### config.mk
export PLATFORM = sky130hd
export DESIGN_NAME = time_set_uart_rx
export DESIGN_NICKNAME = d
export VERILOG_FILES = /design/src/rtl/time_set_uart_rx.sv
export SDC_FILE = /design/constraint.sdc
export NUM_CORES = 1
export LEC_CHECK = 0
export ABC_AREA = 1
export ABC_CLOCK_PERIOD_IN_PS = 2300
export BUFFER_PORTS_ARGS = -buffer_cell sky130_fd_sc_hd__buf_4
export CORE_MARGIN = 2
export CORE_UTILIZATION = 45
export CTS_CLUSTER_DIAMETER = 80
export DETAILED_ROUTE_END_ITERATION = 16
export PLACE_DENSITY = 0.61
export SYNTH_ARGS = -nofsm -noshare
export SYNTH_HDL_FRONTEND = slang
export SYNTH_SLANG_ARGS = --single-unit
### constraint.sdc
create_clock -name i_clk -period 2.3 [get_ports i_clk]
set_input_delay 0.23 -clock i_clk [delete_from_list [all_inputs] [get_ports i_clk]]
set_output_delay 0.23 -clock i_clk [all_outputs]
set_load 0.02 [all_outputs]
### src/rtl/time_set_uart_rx.sv
// time_set_uart_rx: 8N1 UART receiver that parses "T" HHMMSS <CR> frames into BCD digits with a load strobe.
// Optional inter-byte timeout enabled by defining TIME_SET_TIMEOUT_EN.
module time_set_uart_rx #(
  parameter int CLK_FREQ = 50_000_000,
  parameter int BAUD = 115_200
`ifdef TIME_SET_TIMEOUT_EN
  , parameter int TIMEOUT_CLKS = 50_000_000
`endif
) (
  input  logic       i_clk,
  input  logic       i_srst,
  input  logic       i_rx,
  output logic       o_load,
  output logic [3:0] o_hour1,
  output logic [3:0] o_hour0,
  output logic [3:0] o_min1,
  output logic [3:0] o_min0,
  output logic [3:0] o_sec1,
  output logic [3:0] o_sec0,
  output logic       o_frame_err,
  output logic       o_fmt_err
);
  localparam int CPB = CLK_FREQ / BAUD;
  localparam logic [15:0] BIT_END = 16'(CPB - 1);
  localparam logic [15:0] HALF_END = 16'(CPB / 2 - 1);
  typedef enum logic [2:0] {R_IDLE, R_START, R_DATA, R_STOP, R_BREAK} r_state_e;
  typedef enum logic [2:0] {P_IDLE, P_D0, P_D1, P_D2, P_D3, P_D4, P_D5, P_CR} p_state_e;
  logic rx_m, rx_s, rx_d;
  r_state_e r_st, r_nxt;
  logic [15:0] cnt, cnt_nxt;
  logic [2:0] bit_idx, bit_nxt;
  logic [7:0] shr, shr_nxt;
  logic byte_vld, vld_nxt, frame_err, ferr_nxt;
  p_state_e p_st, p_nxt;
  logic [3:0] sh [6];
  logic [2:0] idx;
  logic [7:0] dig;
  logic [3:0] lim;
  logic dig_ok, sh_we, sh_clr, ld, fe, to_hit;
  always_ff @(posedge i_clk) begin
    if (i_srst) begin
      {rx_m, rx_s, rx_d} <= 3'b111;
      r_st <= R_IDLE;
      cnt <= '0;
      bit_idx <= '0;
      shr <= '0;
      byte_vld <= 1'b0;
      frame_err <= 1'b0;
    end else begin
      {rx_m, rx_s, rx_d} <= {i_rx, rx_m, rx_s};
      r_st <= r_nxt;
      cnt <= cnt_nxt;
      bit_idx <= bit_nxt;
      shr <= shr_nxt;
      byte_vld <= vld_nxt;
      frame_err <= ferr_nxt;
    end
  end
  always_comb begin
    r_nxt = r_st;
    cnt_nxt = cnt + 16'd1;
    bit_nxt = bit_idx;
    shr_nxt = shr;
    vld_nxt = 1'b0;
    ferr_nxt = 1'b0;
    case (r_st)
      R_IDLE: begin
        cnt_nxt = '0;
        r_nxt = (rx_d & ~rx_s) ? R_START : R_IDLE;
      end
      R_START: if (cnt == HALF_END) begin
        cnt_nxt = '0;
        bit_nxt = '0;
        r_nxt = rx_s ? R_IDLE : R_DATA;
      end
      R_DATA: if (cnt == BIT_END) begin
        cnt_nxt = '0;
        shr_nxt = {rx_s, shr[7:1]};
        bit_nxt = bit_idx + 3'd1;
        r_nxt = (bit_idx == 3'd7) ? R_STOP : R_DATA;
      end
      R_STOP: if (cnt == BIT_END) begin
        cnt_nxt = '0;
        vld_nxt = rx_s;
        ferr_nxt = ~rx_s;
        r_nxt = rx_s ? R_IDLE : R_BREAK;
      end
      default: begin
        cnt_nxt = '0;
        r_nxt = rx_s ? R_IDLE : R_BREAK;
      end
    endcase
  end
  assign o_frame_err = frame_err;
  assign idx = 3'(p_st) - 3'd1;
  assign dig = shr - 8'h30;
  assign lim = (p_st == P_D0) ? 4'd2 :
               (p_st == P_D1) ? ((sh[0] == 4'd2) ? 4'd3 : 4'd9) :
               (p_st == P_D2 || p_st == P_D4) ? 4'd5 : 4'd9;
  assign dig_ok = (shr >= 8'h30) && (dig <= {4'd0, lim});
`ifdef TIME_SET_TIMEOUT_EN
  logic [31:0] to_cnt;
  always_ff @(posedge i_clk) begin
    if (i_srst || byte_vld || p_st == P_IDLE) to_cnt <= '0;
    else to_cnt <= to_cnt + 32'd1;
  end
  assign to_hit = (p_st != P_IDLE) && (to_cnt == 32'(TIMEOUT_CLKS - 1));
`else
  assign to_hit = 1'b0;
`endif
  // 'T' restarts from any state; a received byte takes priority over a coincident timeout
  always_comb begin
    p_nxt = p_st;
    sh_we = 1'b0;
    sh_clr = 1'b0;
    ld = 1'b0;
    fe = 1'b0;
    if (frame_err) p_nxt = P_IDLE;
    else if (byte_vld) begin
      if (shr == 8'h54) begin
        sh_clr = 1'b1;
        p_nxt = P_D0;
      end else if (p_st == P_CR) begin
        ld = (shr == 8'h0d);
        fe = ~ld;
        p_nxt = P_IDLE;
      end else if (p_st != P_IDLE) begin
        sh_we = dig_ok;
        fe = ~dig_ok;
        p_nxt = dig_ok ? p_state_e'(p_st + 3'd1) : P_IDLE;
      end
    end else if (to_hit) begin
      fe = 1'b1;
      p_nxt = P_IDLE;
    end
  end
  always_ff @(posedge i_clk) begin
    if (i_srst) begin
      p_st <= P_IDLE;
      sh <= '{default: 4'd0};
      o_load <= 1'b0;
      o_fmt_err <= 1'b0;
      {o_hour1, o_hour0, o_min1, o_min0, o_sec1, o_sec0} <= '0;
    end else begin
      p_st <= p_nxt;
      o_load <= ld;
      o_fmt_err <= fe;
      if (sh_clr) sh <= '{default: 4'd0};
      else if (sh_we) sh[idx] <= dig[3:0];
      if (ld) {o_hour1, o_hour0, o_min1, o_min0, o_sec1, o_sec0} <= {sh[0], sh[1], sh[2], sh[3], sh[4], sh[5]};
    end
  end
endmodule

# Word level (Yosys, flattened, before mapping)
# Cells that the tools add are included.
# classes
n_eq_ne	17
n_mul	0
n_addsub	5
n_shift	0
muxes	39
reduce_logical	16
div	0
n_lt_le_gt_ge	4
n_bitwise	8
# ops
cell	n
$mux W16	2
$pmux W16 S2	1
$mux W3	10
$bwmux W24	1
$mux W4	5
$add A16 B1 Y16 const B	1
$eq A16 B8 Y1 const B	1
$eq A16 B9 Y1 const B	1
$mux W1	16
$demux W4 S3	1
$eq A3 B2 Y1 const B	4
$pmux W3 S4	1
$eq A3 B3 Y1 const B	3
$eq A8 B4 Y1 const B	1
$eq A8 B7 Y1 const B	1
$ge A8 B6 Y1 const B	1
$le A8 B4 Y1	1
$sub A8 B6 Y8 const B	1
$add A3 B1 Y3 const B	2
$eq A3 B1 Y1 const B	2
$ne A2 B2 Y1 const B	3
$not A1 Y1	6
$pmux W3 S2	1
$reduce_and A3 Y1	2
other kinds (16)	21
# word_totals
ramBits	0
rom_bits	0
n_memories	0
latchBits	0
wordCells	113
regBits	88

# Longest topological paths before layout
# logic_depth
depth_word	12
ltp_mapped	19
ltp_nobuf	18

# Worst setup path before layout
# Ideal clock, no wire load.
# synth_path
path_type	register to register
start	register p_st[0]
end	register sh[10] (netlist name)
setup_ps	110
path_buffers	1
path_stages_with_launch	17
setup_slack_ps	-49
t_arrival_ps	2239
cell_sequence	dfxtp_1 > inv_1 > ha_1 > nand2_1 > inv_1 > nand3_1 > o31ai_1 > inv_1 > o21ai_0 > ha_1 > a21oi_1 > nand3_2 > nand2_4 > buf_2 > nand4_1 > nand2_1 > nor2_1
# synth_via
elab_chain_len	12
# synth_lines
element	line_no	text
start, declared	34	p_state_e p_st, p_nxt;
start signal, assigned	145	p_st <= p_nxt;
$eq A3 B2 Y1 / $eq A3 B3 Y1 (equally long branches)	99	(p_st == P_D2 || p_st == P_D4) ? 4'd5 : 4'd9;
$logic_or A1 B1 Y1	99	
$mux W4	99	
$mux W4	98	(p_st == P_D1) ? ((sh[0] == 4'd2) ? 4'd3 : 4'd9) :
$mux W4	97	assign lim = (p_st == P_D0) ? 4'd2 :
$le A8 B4 Y1	100	assign dig_ok = (shr >= 8'h30) && (dig <= {4'd0, lim});
$logic_and A1 B1 Y1	100	
$mux W1	127	end else if (p_st != P_IDLE) begin
$mux W1	123	end else if (p_st == P_CR) begin
$mux W1	120	if (shr == 8'h54) begin
$mux W1	119	else if (byte_vld) begin
$mux W1	118	if (frame_err) p_nxt = P_IDLE;
end signal, assigned by index	149	else if (sh_we) sh[idx] <= dig[3:0];
end, declared	35	logic [3:0] sh [6];
# Several ways; a longest one is shown, not always the timed one.
# A chain may end at the register's enable or synchronous reset.

# Worst setup path after layout
# Ends and elaborated chain as after synthesis.

==> impl_metrics.py <==
metrics = {
    "outcome": {
        "outcome": "finished, final reports clean",
    },
    "final_layout": {
        "final_common_cell": "nor2_1",
        "largest_reg_flops": 24,
        "syn2layout_area_growth_pct": 21.18,
        "antennaDiodeCount": 0,
        "fin_area_sq_um": 5283,
        "utilization_pct": 56.63,
        "nets": 665,
        "largest_register": "sh",
        "reg_top3": "sh (24), cnt (16), shr (8)",
        "drive_gt1_share_pct": 25.15,
        "most-common-layout-cells": "118 x nor2_1, 88 x nand2_1, 86 x dfxtp_1",
    },
    "critical_path": {
        "start_kind": "flop",
        "crit_fanout": 7,
        "reg2reg_slack_ps": 40,
        "path_cells": "inv_2, ha_4, nand2_2, inv_2, nand3_2, o31ai_2, inv_2, o21ai_2, ha_4, nand2_4, inv_2, nand2_2, nand3_4, nand2_8, buf_12, nand3_4, nand2_2, inv_2, nor2_1",
        "worstPathRequired_ps": 2600,
        "end_kind": "flop",
        "critical_path_arrival_ps": 2560,
        "cpMostUsedCell": "inv_2",
        "critical_path.slowest_cell": "dfxtp_2",
        "crit_path_max_incr_delay_ps": 340,
        "criticalPathCategory": "reg -> reg",
    },
    "timing": {
        "clock_skew_ps": 14.64,
        "period_minus_slack_ps": 2262,
        "fmax_ghz": 0.4421,
        "finalHoldViolCount": 0,
        "grt_setup_unrepaired": "yes",
        "post-route-period-util_pct": 98.34,
        "tightest_slew_ps": 511.5,
        "drv_slew": 0,
        "layout_setup_ws_ps": 38.07,
        "setup_viol_count_final": 0,
        "relSlewSlack_pct": 65.86,
        "fin_hold_ws_ps": 60.78,
        "tns_ps": 0,
    },
    "placed_design": {
        "finalWeightedCongestion": 0.8595,
        "place_ws_ps": -48.02,
        "dp_hpwl_um": 6360,
        "io_buffers": 29,
        "dpl-instance-area_sq_um": 4762,
    },
    "logic_synthesis": {
        "synth_edf_count": 0,
        "synth.net_count": 623,
        "yosys_warnings": 0,
        "syn_area_sq_um": 4359,
        "syn_inst": 605,
        "synth_ff_type": "dfxtp_1",
        "synth_seq_cells": 88,
        "synth_area_per_cell_sq_um": 7.205,
        "ys_seq_area_share_pct": 40.41,
        "async_flop_share_pct": 0,
        "ys_types": 34,
    },
    "hold_path": {
        "hold_path_class": "in -> reg",
    },
    "clock_tree": {
        "cts_buffers": 9,
        "cts_tree": "built",
        "clk_path_buf_depth": 2,
        "cts_sinks": 88,
        "path_clk_slew_ps": 90,
        "clkLatencyLatePin_ps": 360,
        "hold_buffers": 0,
        "ctsRootBufferMaster": "clkbuf_8",
        "htreeDepth": 3,
    },
    "floorplan": {
        "initial_utilization_pct": 46.73,
        "rows": 35,
        "dieArea_sq_um": 10490,
        "core_sq_um": 9328,
        "io_pins": 30,
        "die_width_um": 102.4,
        "die_h_um": 102.4,
    },
    "power_and_ir_drop": {
        "leakagePower_nw": 2.306,
        "irDropWorstVdd_mv": 0.4794,
        "power.density_nw_per_um2": 602.4,
    },
    "routing": {
        "antenna_left": 0,
        "drt_iter0_drc": 131,
        "wl_per_cell_um": 12.13,
        "via_count": 3744,
        "drt-total-wl_um": 9472,
        "dr.pass1.iters": 4,
        "drc": 0,
        "viasPerCell": 4.794,
    },
    "flow_run": {
        "cap_violations": 0,
    },
    "global_routing": {
        "grt_max_degree": 31,
        "track_usage_pct": 18.59,
        "grt_overflow": 0,
        "grt_pass1_vias": 3305,
        "antenna_found_initial": 0,
        "grt_pass1_wl_um": 15410,
    },
}
## per-stage QoR
stage | total power [W] | cells
finish | 0.003182 | 781
global route | 0.003337 | 781
CTS | 0.003225 | 778
detailed placement | 0.001923 | 760
global placement | 0.001914 | 760
floorplan | 0.001869 | 605
## final timing paths
path / startpoint / endpoint / cells past startpoint
worst max-delay path: p_st[0] / sh[10] / 19
worst min register to register: rx_m / rx_s / 1
worst min-delay path: i_rx / rx_m / 2
worst max register to register: p_st[0] / sh[10] / 19
## power breakdown
part | leakage, nW | internal (W) | switching, W | total [W]
Sequential | 0.711 | 0.00156 | 0.0000373 | 0.00160
Clock | 0.116 | 0.000723 | 0.000573 | 0.00130
Combinational | 1.48 | 0.000101 | 0.000186 | 0.000287
## area by class of cell
| cell class | count | area [sq um] |
|---|---|---|
| clock buffers | 9 | 123.9 |
| clock inverters | 7 | 118.9 |
| fillers | 901 | 4045 |
| inverters | 93 | 351.6 |
| multi-input cells | 406 | 2283 |
| flip-flops and latches | 88 | 1767 |
| well taps | 129 | 161.4 |
| repair buffers | 49 | 476.7 |
## cells in the mapped netlist (6+ instances only)
| cell type | count | share of area, % |
|---|---|---|
| inv_1 | 84 | 7.2 |
| ha_1 | 15 | 4.3 |
| buf_6 | 6 | 1.5 |
| nor2_1 | 121 | 10 |
| dfxtp_1 | 88 | 40 |
| nor2_2 | 11 | 1.6 |
| o21ai_0 | 35 | 4.0 |
| nand3_4 | 6 | 2.4 |
| nand2_1 | 107 | 9.2 |
| xor2_1 | 7 | 1.4 |
| nand4_1 | 30 | 4.3 |
| nand3_1 | 18 | 2.1 |
| inv_2 | 8 | 0.69 |
| a21oi_1 | 17 | 2.0 |
## routing by layer
metal	global-route usage, %	share of wire, %	routed length, um
met5	0	0	0
met4	5.538	0.49	46
met2	27.60	44	4173
met1	27.35	51	4833
met3	3.488	4.4	419
## worst max-delay path: cells and delay by family (launching register included)
kind            cells  cell delay [ps]
compound gates      2              340
fa+ha+maj           2              360
buf+inv             6              410
flops               1              340
simple gates        9              720
## repair_timing
| action | 4_1_cts | 5_1_grt |
|---|---|---|
| pin swaps | 3 | 42 |
| endpoints found under the setup margin | 26 | 28 |
| gates resized for setup | 8 | 58 |
| setup buffers | 1 | 1 |
| cloned | 1 | 2 |
## logic make-up after synthesis
| group | count (synthesis) | synth area share [%] |
|---|---|---|
| AO/OA/AOI/OAI | 61 | 7.176 |
| buffers and inverters | 111 | 11.25 |
| AND/OR/NAND/NOR | 318 | 34.44 |
| adder cells (fa/ha/maj) | 15 | 4.305 |
| XOR/XNOR | 12 | 2.411 |
| flip-flops | 88 | 40.41 |
Power figures use the tool's default switching activity.
